`config.mk`:
```
export PLATFORM = sky130hd
export DESIGN_NAME = if_fetch_buffer
export DESIGN_NICKNAME = d
export VERILOG_FILES = /design/src/rtl/if_fetch_buffer.sv
export SDC_FILE = /design/constraint.sdc
export NUM_CORES = 1
export LEC_CHECK = 0
export ABC_AREA = 1
export CORE_MARGIN = 4
export CORE_UTILIZATION = 40
export CTS_BUF_LIST = sky130_fd_sc_hd__clkbuf_2
export CTS_CLUSTER_SIZE = 24
export DETAILED_ROUTE_END_ITERATION = 8
export HOLD_SLACK_MARGIN = 0.1
export PLACE_DENSITY_LB_ADDON = 0.1
export SETUP_SLACK_MARGIN = 0.1
export SLEW_MARGIN = 25
export SYNTH_ARGS = -nofsm -noshare
export SYNTH_HDL_FRONTEND = slang
export SYNTH_SLANG_ARGS = --single-unit
```
`constraint.sdc`:
```
create_clock -name clk -period 6.09 [get_ports clk]
set_input_delay 1.827 -clock clk [delete_from_list [all_inputs] [get_ports clk]]
set_output_delay 1.827 -clock clk [all_outputs]
set_load 0.05 [all_outputs]
```
`src/rtl/if_fetch_buffer.sv`:
```
// -----------------------------------------------------------------------------
// if_fetch_buffer
// Fetch stage that consumes the PC's word address. It issues reads to a
// multi-cycle instruction memory and pairs each in-order response with its
// address through a tag FIFO. The returned {instr, pc} pairs are kept in order
// in a circular buffer. The head entry is presented to the datapath together
// with its decoded fields. On a redirect, everything older is discarded. Any
// responses still outstanding at that point are counted in drop and swallowed
// in FLUSH.
//
// Parameters:
//   DEPTH : buffer entries (power of 2, >= 2); also caps buffered + in-flight
//   AW    : word address width
//
// Ports:
//   clk, rst                  clock, asynchronous active-high reset
//   pc, pc_valid, pc_ready    fetch request handshake (combinational issue)
//   redirect                  branch/jump taken, flush older work
//   mem_req, mem_addr         memory read strobe/address
//   mem_rdata, mem_rvalid     in-order memory response
//   instr_valid, instr_ready  head handshake toward the consumer
//   instr, instr_pc           head word and the address it came from
//   Control, jr,
//   immediate_data, jumpAdd   slices [31:26], [3:0], [15:0], [25:0] of instr
//
// Build option:
//   IFB_BYPASS_EN : when defined, a response that arrives while the buffer is
//                   empty is presented on instr the same cycle.
// -----------------------------------------------------------------------------

// Flags a response that arrives while no request is outstanding or pending drop.
module if_fetch_buffer_chk #(
  parameter int CW = 3
) (
  input logic          clk,
  input logic          rst,
  input logic          mem_rvalid,
  input logic [CW-1:0] inflight_i,
  input logic [CW-1:0] drop_i
);
  // A response with nothing outstanding means the memory broke the protocol.
  a_no_overflow: assert property (@(posedge clk) disable iff (rst)
    !(mem_rvalid && (inflight_i == {CW{1'b0}}) && (drop_i == {CW{1'b0}})))
    else $error("if_fetch_buffer: response received with nothing outstanding");
endmodule

module if_fetch_buffer #(
  parameter int DEPTH = 4,
  parameter int AW    = 32
) (
  input  logic          clk,
  input  logic          rst,
  input  logic [AW-1:0] pc,
  input  logic          pc_valid,
  output logic          pc_ready,
  input  logic          redirect,
  output logic          mem_req,
  output logic [AW-1:0] mem_addr,
  input  logic [31:0]   mem_rdata,
  input  logic          mem_rvalid,
  output logic          instr_valid,
  input  logic          instr_ready,
  output logic [31:0]   instr,
  output logic [AW-1:0] instr_pc,
  output logic [5:0]    Control,
  output logic [3:0]    jr,
  output logic [15:0]   immediate_data,
  output logic [25:0]   jumpAdd
);

  localparam int PW = $clog2(DEPTH);
  localparam int CW = PW + 1;
  localparam logic [PW-1:0] PTR_ONE  = PW'(1'b1);
  localparam logic [PW-1:0] PTR_ZERO = {PW{1'b0}};
  localparam logic [CW-1:0] CNT_ONE  = CW'(1'b1);
  localparam logic [CW-1:0] CNT_ZERO = {CW{1'b0}};
  localparam logic [CW:0]   CAP      = (CW+1)'(DEPTH);

  typedef enum logic [1:0] {
    S_IDLE  = 2'd0,
    S_FETCH = 2'd1,
    S_FLUSH = 2'd2
  } state_e;

  state_e        state_q, state_d;
  logic [PW-1:0] head_q, head_d, tail_q, tail_d;
  logic [CW-1:0] count_q, count_d;
  logic [PW-1:0] tag_head_q, tag_head_d, tag_tail_q, tag_tail_d;
  logic [CW-1:0] inflight_q, inflight_d;
  logic [CW-1:0] drop_q, drop_d;

  logic [31:0]   buf_instr_q [DEPTH];
  logic [AW-1:0] buf_pc_q    [DEPTH];
  logic [AW-1:0] tag_q       [DEPTH];

  logic          flushing_s, credit_s, accept_s, buf_empty_s;
  logic          resp_ok_s, bypass_s, push_s, pop_s;
  logic [CW-1:0] drop_sum_s;

  assign flushing_s  = (state_q == S_FLUSH);
  assign credit_s    = (({1'b0, count_q} + {1'b0, inflight_q}) < CAP);
  // Reset gating keeps the handshake quiet while rst is held, even when empty.
  assign pc_ready    = !rst && !flushing_s && credit_s && !redirect;
  assign accept_s    = pc_valid && pc_ready;
  assign mem_req     = accept_s;
  assign mem_addr    = accept_s ? pc : {AW{1'b0}};
  assign buf_empty_s = (count_q == CNT_ZERO);
  // Responses are kept only outside FLUSH, away from a redirect, and when owed.
  assign resp_ok_s   = mem_rvalid && !flushing_s && !redirect && (inflight_q != CNT_ZERO);
`ifdef IFB_BYPASS_EN
  assign bypass_s    = !rst && resp_ok_s && buf_empty_s;
`else
  assign bypass_s    = 1'b0;
`endif
  // A bypassed word taken by the consumer the same cycle is never stored.
  assign push_s      = resp_ok_s && !(bypass_s && instr_ready);
  assign pop_s       = !buf_empty_s && instr_ready;
  // Redirect drop total: only one of these is non-zero (inflight is 0 in FLUSH).
  assign drop_sum_s  = drop_q + inflight_q;

  assign instr_valid    = !buf_empty_s || bypass_s;
  assign Control        = instr[31:26];
  assign jr             = instr[3:0];
  assign immediate_data = instr[15:0];
  assign jumpAdd        = instr[25:0];

  // Head presentation: buffered entry first, then the optional bypass, else zeros.
  always_comb begin
    instr    = 32'h0;
    instr_pc = {AW{1'b0}};
    if (!buf_empty_s) begin
      instr    = buf_instr_q[head_q];
      instr_pc = buf_pc_q[head_q];
    end else if (bypass_s) begin
      instr    = mem_rdata;
      instr_pc = tag_q[tag_head_q];
    end else begin
      instr    = 32'h0;
      instr_pc = {AW{1'b0}};
    end
  end

  // Next-state logic for the FSM, pointers, and credit/drop counters.
  always_comb begin
    state_d    = state_q;
    head_d     = head_q;
    tail_d     = tail_q;
    count_d    = count_q;
    tag_head_d = tag_head_q;
    tag_tail_d = tag_tail_q;
    inflight_d = inflight_q;
    drop_d     = drop_q;
    if (redirect) begin
      head_d     = PTR_ZERO;
      tail_d     = PTR_ZERO;
      count_d    = CNT_ZERO;
      tag_head_d = PTR_ZERO;
      tag_tail_d = PTR_ZERO;
      inflight_d = CNT_ZERO;
      // A response arriving with the redirect is one fewer to swallow later.
      if (mem_rvalid && (drop_sum_s != CNT_ZERO)) begin
        drop_d = drop_sum_s - CNT_ONE;
      end else begin
        drop_d = drop_sum_s;
      end
      if (drop_d == CNT_ZERO) begin
        state_d = S_IDLE;
      end else begin
        state_d = S_FLUSH;
      end
    end else begin
      case (state_q)
        S_FLUSH: begin
          if (mem_rvalid && (drop_q != CNT_ZERO)) begin
            drop_d = drop_q - CNT_ONE;
          end else begin
            drop_d = drop_q;
          end
          if (drop_d == CNT_ZERO) begin
            state_d = S_IDLE;
          end else begin
            state_d = S_FLUSH;
          end
        end
        S_IDLE, S_FETCH: begin
          if (pop_s) begin
            head_d = head_q + PTR_ONE;
          end else begin
            head_d = head_q;
          end
          if (push_s) begin
            tail_d = tail_q + PTR_ONE;
          end else begin
            tail_d = tail_q;
          end
          if (push_s && !pop_s) begin
            count_d = count_q + CNT_ONE;
          end else if (pop_s && !push_s) begin
            count_d = count_q - CNT_ONE;
          end else begin
            count_d = count_q;
          end
          if (accept_s) begin
            tag_tail_d = tag_tail_q + PTR_ONE;
          end else begin
            tag_tail_d = tag_tail_q;
          end
          if (resp_ok_s) begin
            tag_head_d = tag_head_q + PTR_ONE;
          end else begin
            tag_head_d = tag_head_q;
          end
          if (accept_s && !resp_ok_s) begin
            inflight_d = inflight_q + CNT_ONE;
          end else if (resp_ok_s && !accept_s) begin
            inflight_d = inflight_q - CNT_ONE;
          end else begin
            inflight_d = inflight_q;
          end
          if (inflight_d != CNT_ZERO) begin
            state_d = S_FETCH;
          end else begin
            state_d = S_IDLE;
          end
        end
        default: begin
          state_d = S_IDLE;
        end
      endcase
    end
  end

  // State, pointer and counter registers; reset empties everything at once.
  always_ff @(posedge clk or posedge rst) begin
    if (rst) begin
      state_q    <= S_IDLE;
      head_q     <= PTR_ZERO;
      tail_q     <= PTR_ZERO;
      count_q    <= CNT_ZERO;
      tag_head_q <= PTR_ZERO;
      tag_tail_q <= PTR_ZERO;
      inflight_q <= CNT_ZERO;
      drop_q     <= CNT_ZERO;
    end else begin
      state_q    <= state_d;
      head_q     <= head_d;
      tail_q     <= tail_d;
      count_q    <= count_d;
      tag_head_q <= tag_head_d;
      tag_tail_q <= tag_tail_d;
      inflight_q <= inflight_d;
      drop_q     <= drop_d;
    end
  end

  // Entry storage: validity lives in count/inflight, so the data needs no reset.
  always_ff @(posedge clk) begin
    if (push_s) begin
      buf_instr_q[tail_q] <= mem_rdata;
      buf_pc_q[tail_q]    <= tag_q[tag_head_q];
    end
    if (accept_s) begin
      tag_q[tag_tail_q] <= pc;
    end
  end

  if_fetch_buffer_chk #(.CW(CW)) u_chk (
    .clk        (clk),
    .rst        (rst),
    .mem_rvalid (mem_rvalid),
    .inflight_i (inflight_q),
    .drop_i     (drop_q)
  );

endmodule

```
======== Word-level counts from Yosys, hierarchy flattened ========
Memory sizes are Yosys's and may differ from the RTL's.
Cells that the tools add are included.
storage, ports and cells
  flip-flop bits (word level) ............. 19
  memories kept ........................... 3
  bits in writable memories ............... 384
  logic and storage cells ................. 107
  input port bits ......................... 70
memory list
  name         depth  bits a word  rd ports  clocked after memory_dff  write ports  line  RTL
  buf_instr_q  4      32           1         0                         1            92    logic [31:0] buf_instr_q [DEPTH];
  buf_pc_q     4      32           1         0                         1            93    logic [AW-1:0] buf_pc_q [DEPTH];
  tag_q        4      32           1         0                         1            94    logic [AW-1:0] tag_q [DEPTH];
operators by class
  add/sub/neg operators ................... 12
  muxes and demuxes ....................... 41
  eq/ne operators ......................... 2
  reduce and logical (&&, ||, !) cells .... 40
  magnitude comparators ................... 1
operators with widths
  cell                   count
  $mux W32               3
  $mux W3                17
  $mux W2                15
  $reduce_bool A3 Y1     5
  $logic_and A1 B1 Y1    14
  $sub A3 B1 Y3 const B  4
  $reduce_bool A2 Y1     5
  $logic_not A3 Y1       3
  $add A2 B1 Y2 const B  4
  $reduce_and A2 Y1      4
  $logic_not A1 Y1       7
  $add A3 B1 Y3 const B  2
  $mux W1                5
  $add A3 B3 Y4          1
  $lt A4 B3 Y1 const B   1
  $pmux W2 S2            1
  $add A3 B3 Y3          1
  $eq A2 B1 Y1 const B   1
  $eq A2 B2 Y1 const B   1
  $logic_not A2 Y1       1
  $reduce_or A2 Y1       1

======== Longest topological paths before layout ========
  depth in word-level cells ............... 16
  mapped depth ............................ 11

======== Least setup slack after synthesis ========
OpenSTA, ideal clock, no wires.
  path type ............................... in2reg
  start point ............................. input mem_rvalid
  end point ............................... memory buf_instr_q[0][0] (enable)
  path buffers ............................ 0
  library setup time ...................... 0.486 ns
  arrival ................................. 4.866 ns
  stages .................................. 4
  path slack .............................. 0.738 ns
  cells stage by stage .................... inv_1 > a21oi_1 > nand2_2 > nor2_1
between the ends
  cells in the longest elaborated chain, start to end .. 5
ends and longest elaborated chain
  item                               line  RTL
  start, declared                    60    input logic mem_rvalid,
  $logic_and A1 B1 Y1 (3 in series)  109   assign resp_ok_s = mem_rvalid && !flushing_s && !redirect && (inflight_q != CNT_ZERO);
  $mux W1                            258   if (push_s) begin
  $mux W1 (not written as such)      259   buf_instr_q[tail_q] <= mem_rdata;
  end, declared                      92
No other way between the ends.

======== Final worst setup path ========
  start point ............................. register head_q[1]
  end point ............................... output instr[1]
between the ends
  cells in the longest elaborated chain, start to end .. 2
ends and longest elaborated chain
  item                    line  RTL
  start, declared         86    logic [PW-1:0] head_q, head_d, tail_q, tail_d;
  start signal, assigned  237   head_q <= PTR_ZERO;
  start signal, assigned  246   head_q <= head_d;
  $mem_v2 Z4 W32          n/a
  $mux W32                131   if (!buf_empty_s) begin
  end, declared           63    output logic [31:0] instr,
No other way between the ends.

==> results.json <==
{
  "rsz0062_at_grt": "false",
  "clockBufferDepth": 3,
  "seqPwrFrac_pct": 58.1,
  "p_sw_share_pct": 26.3,
  "wl_um": 38700,
  "grt_pass1_vias": 10700,
  "dieArea_um2": 45000,
  "max_stage_delay_ps": 910,
  "grt_pass1_wl_um": 59300,
  "p_leak_uw": 0.00733,
  "die_y_um": 212,
  "tns_ps": 0,
  "required_ps": 4260,
  "syn_area_um2": 16700,
  "cp-end-kind": "output pin",
  "holdWs_ps": 555,
  "area_growth_pct": 22.0,
  "row_count": 74,
  "numPortBuffers": 220,
  "reg2reg_depth": 6,
  "worstMarginPinSlew_ps": 950,
  "cts_root_buf": "clkbuf_2",
  "antenna_found_initial": 1,
  "vias": 10800,
  "ys_types": 32,
  "first_pass_iters": 5,
  "vdd_drop_max_v": 0.000102,
  "final_common_cell": "edfxtp_1",
  "skew_ps": 97.8,
  "reg2reg_slack_ps": 3440,
  "r2r-end": "buf_instr_q[3][1]$_DFFE_PP_",
  "min_period_ps": 5630,
  "critical_path_class": "reg2out",
  "finalSetupViolCount": 0,
  "p_int_uw": 3900,
  "ios": 221,
  "p_per_area_nw_per_um2": 260,
  "arrival_ps": 3800,
  "yosys_warnings": 0,
  "drcViolationCount": 0,
  "placedInstanceArea_um2": 19400,
  "fillerInstances": 3686,
  "cts_tree": "yes",
  "max_cap_viol_count": 0,
  "path_buf_inv": 3,
  "cp_top_family": "buffers and inverters",
  "dp_hpwl_um": 22500,
  "yosysTopAreaCellShare_pct": 69.1,
  "layout_common_cells": "edfxtp_1, nor2_1, o21ai_0",
  "finalHoldViolCount": 0,
  "min_period_over_period_pct": 92.4,
  "preCtsSetupSlack_ps": 552,
  "syn_avg_cell_area_um2": 12.1,
  "power_frac_comb_pct": 9.6,
  "synth.yosys.seq_area_share_pct": 72.0,
  "critPathLaunchType": "register",
  "r2r-start": "inflight_q[0]$_DFFE_PP0P_",
  "cts.hold.buffers_added": 0,
  "min_from": "tag_tail_q[0]$_DFFE_PP0P_",
  "gr-usage-all-layers_pct": 16.9,
  "ys_ff_latch": 403,
  "layout-drive-gt1-share_pct": 14.6,
  "slew_headroom_pct": 36.3,
  "worst_slack_ps": 465,
  "hold_depth": 1,
  "synthTopCellsByArea": "edfxtp_1, nor2_1, o21ai_0",
  "cts_buffers": 102,
  "clk_transition_reported_paths_ps": 100,
  "grt_overflow": 0,
  "place_inst": 2030,
  "ant_nets": 0,
  "min_path_type": "reg2reg",
  "worstPathCellList": "inv_2 -> buf_4 -> nor2_1 -> o21ai_0 -> a21oi_1 -> clkdlybuf4s50_1",
  "fmax_mhz": 178,
  "htreeDepth": 3,
  "slew_violations": 0,
  "syn_inst": 1380,
  "clock_latency_ps": 1000,
  "synth_top_cell_by_area": "edfxtp_1",
  "critPathSlowestCell": "clkdlybuf4s50_1",
  "status": "complete, no violations",
  "finalNonFillerCells": 2209,
  "die_width_um": 212,
  "grt_max_degree": 74,
  "min_to": "tag_tail_q[0]$_DFFE_PP0P_",
  "cts_sinks": 403,
  "core_um2": 41000,
  "routed_via_density": 4.89,
  "detailedRoute.firstIterationViolations": 735,
  "fin_area_um2": 20300,
  "start_util_pct": 40.7,
  "crit_fanout": 29,
  "p_sw_uw": 1390,
  "power.share.clock_pct": 32.3,
  "gp_congestion": 0.737,
  "synth.net_count": 1470,
  "fin_nets": 1694,
  "wl_per_cell_um": 17.5
}
logic make-up (layout without fill, tap and decap cells):
kind of cell    Yosys count  count (layout)  synth area share (%)
simple gates            436             436                  10.3
other cells               0               1                     0
xor+xnor                  6               6                 0.315
buf+inv                 203             499                  6.05
compound gates          312             312                  9.75
fa+ha+maj                20              20                  1.59
flops                   403             403                  72.0
state kept, by name (all words and copies together) (netlist names):
signal,cells
tag_head_q,2
state_q,2
tag_tail_q,2
tail_q,2
buf_instr_q,128
count_q,3
head_q,2
inflight_q,3
buf_pc_q,128
drop_q,3
tag_q,128
metrics by stage:
stage | util, % | power, µW
2_1_floorplan | - | 3450
3_3_place_gp | 47.4 | 3640
3_5_place_dp | 47.4 | 3650
4_1_cts | 49.5 | 5390
5_1_grt | 49.6 | 5580
6_report | 49.6 | 5290
cell type report:
| class | count | area [µm²] | share of cell area [%] |
|---|---|---|---|
| Clock buffer | 151 | 756 | 3.71 |
| Multi-Input combinational cell | 774 | 3710 | 18.2 |
| Tap cell | 532 | 666 | 3.27 |
| Sequential cell | 403 | 12000 | 59.0 |
| Timing Repair Buffer | 246 | 2800 | 13.7 |
| Inverter | 77 | 290 | 1.43 |
| Antenna cell | 1 | 2.50 | 0.0123 |
| Clock inverter | 25 | 114 | 0.560 |
synthesized netlist by cell type:
| cell type | count |
|---|---|
| a31oi_1 | 1 |
| o22ai_1 | 34 |
| xnor2_1 | 1 |
| nand3_1 | 15 |
| ha_1 | 18 |
| dfrtp_1 | 19 |
| inv_2 | 4 |
| nand3_2 | 2 |
| o221ai_1 | 2 |
| buf_1 | 10 |
| inv_1 | 73 |
| o21ai_2 | 1 |
| o211ai_1 | 1 |
| nor3_2 | 1 |
| nand4_1 | 3 |
| nand2_2 | 3 |
| a31oi_2 | 1 |
| nand2_4 | 1 |
| clkbuf_1 | 30 |
| a21oi_1 | 69 |
| edfxtp_1 | 384 |
| buf_4 | 53 |
| buf_2 | 32 |
| nor2_1 | 373 |
| nor2_4 | 1 |
| nand2_1 | 36 |
| xor2_1 | 5 |
| o21ai_0 | 198 |
| fa_1 | 2 |
| buf_6 | 1 |
| o21ai_1 | 5 |
| nand3_4 | 1 |
how the worst max path moves through the flow:
| stage | end | depth (start not counted) | slack [ps] | from |
|---|---|---|---|---|
| after floorplan | buf_instr_q[0][0]$_DFFE_PP_ | 4 | 740 | mem_rvalid |
| after detailed placement | pc_ready | 5 | 550 | redirect |
| after CTS | jr[0] | 6 | 120 | head_q[0]$_DFFE_PP0P_ |
| after global routing | immediate_data[1] | 6 | 190 | head_q[1]$_DFFE_PP0P_ |
| final | instr[1] | 6 | 460 | head_q[1]$_DFFE_PP0P_ |
| after global placement | pc_ready | 5 | 590 | redirect |
metal layers:
metal	vias to the layer above	share of wire, %	global-route usage [%]
met3	62	5.8	3.72
met1	5150	46	23.4
li1	5281	-	-
met2	319	47	26.6
met4	0	1.7	5.68
met5	-	0	0
power by group through the flow:
stage                     logic, µW  registers (µW)  clock network, µW
after global routing            554            3080               1950
after CTS                       513            3080               1800
after global placement          503            3140                  0
final                           508            3080               1710
after floorplan                 312            3140                  0
after detailed placement        511            3140                  0
timing repair:
action | CTS | global route
gates resized for setup | 1 | 0
buffers inserted | 0 | 1
setup endpoints to repair | 10 | 20
(Power assumes the default switching activity.)
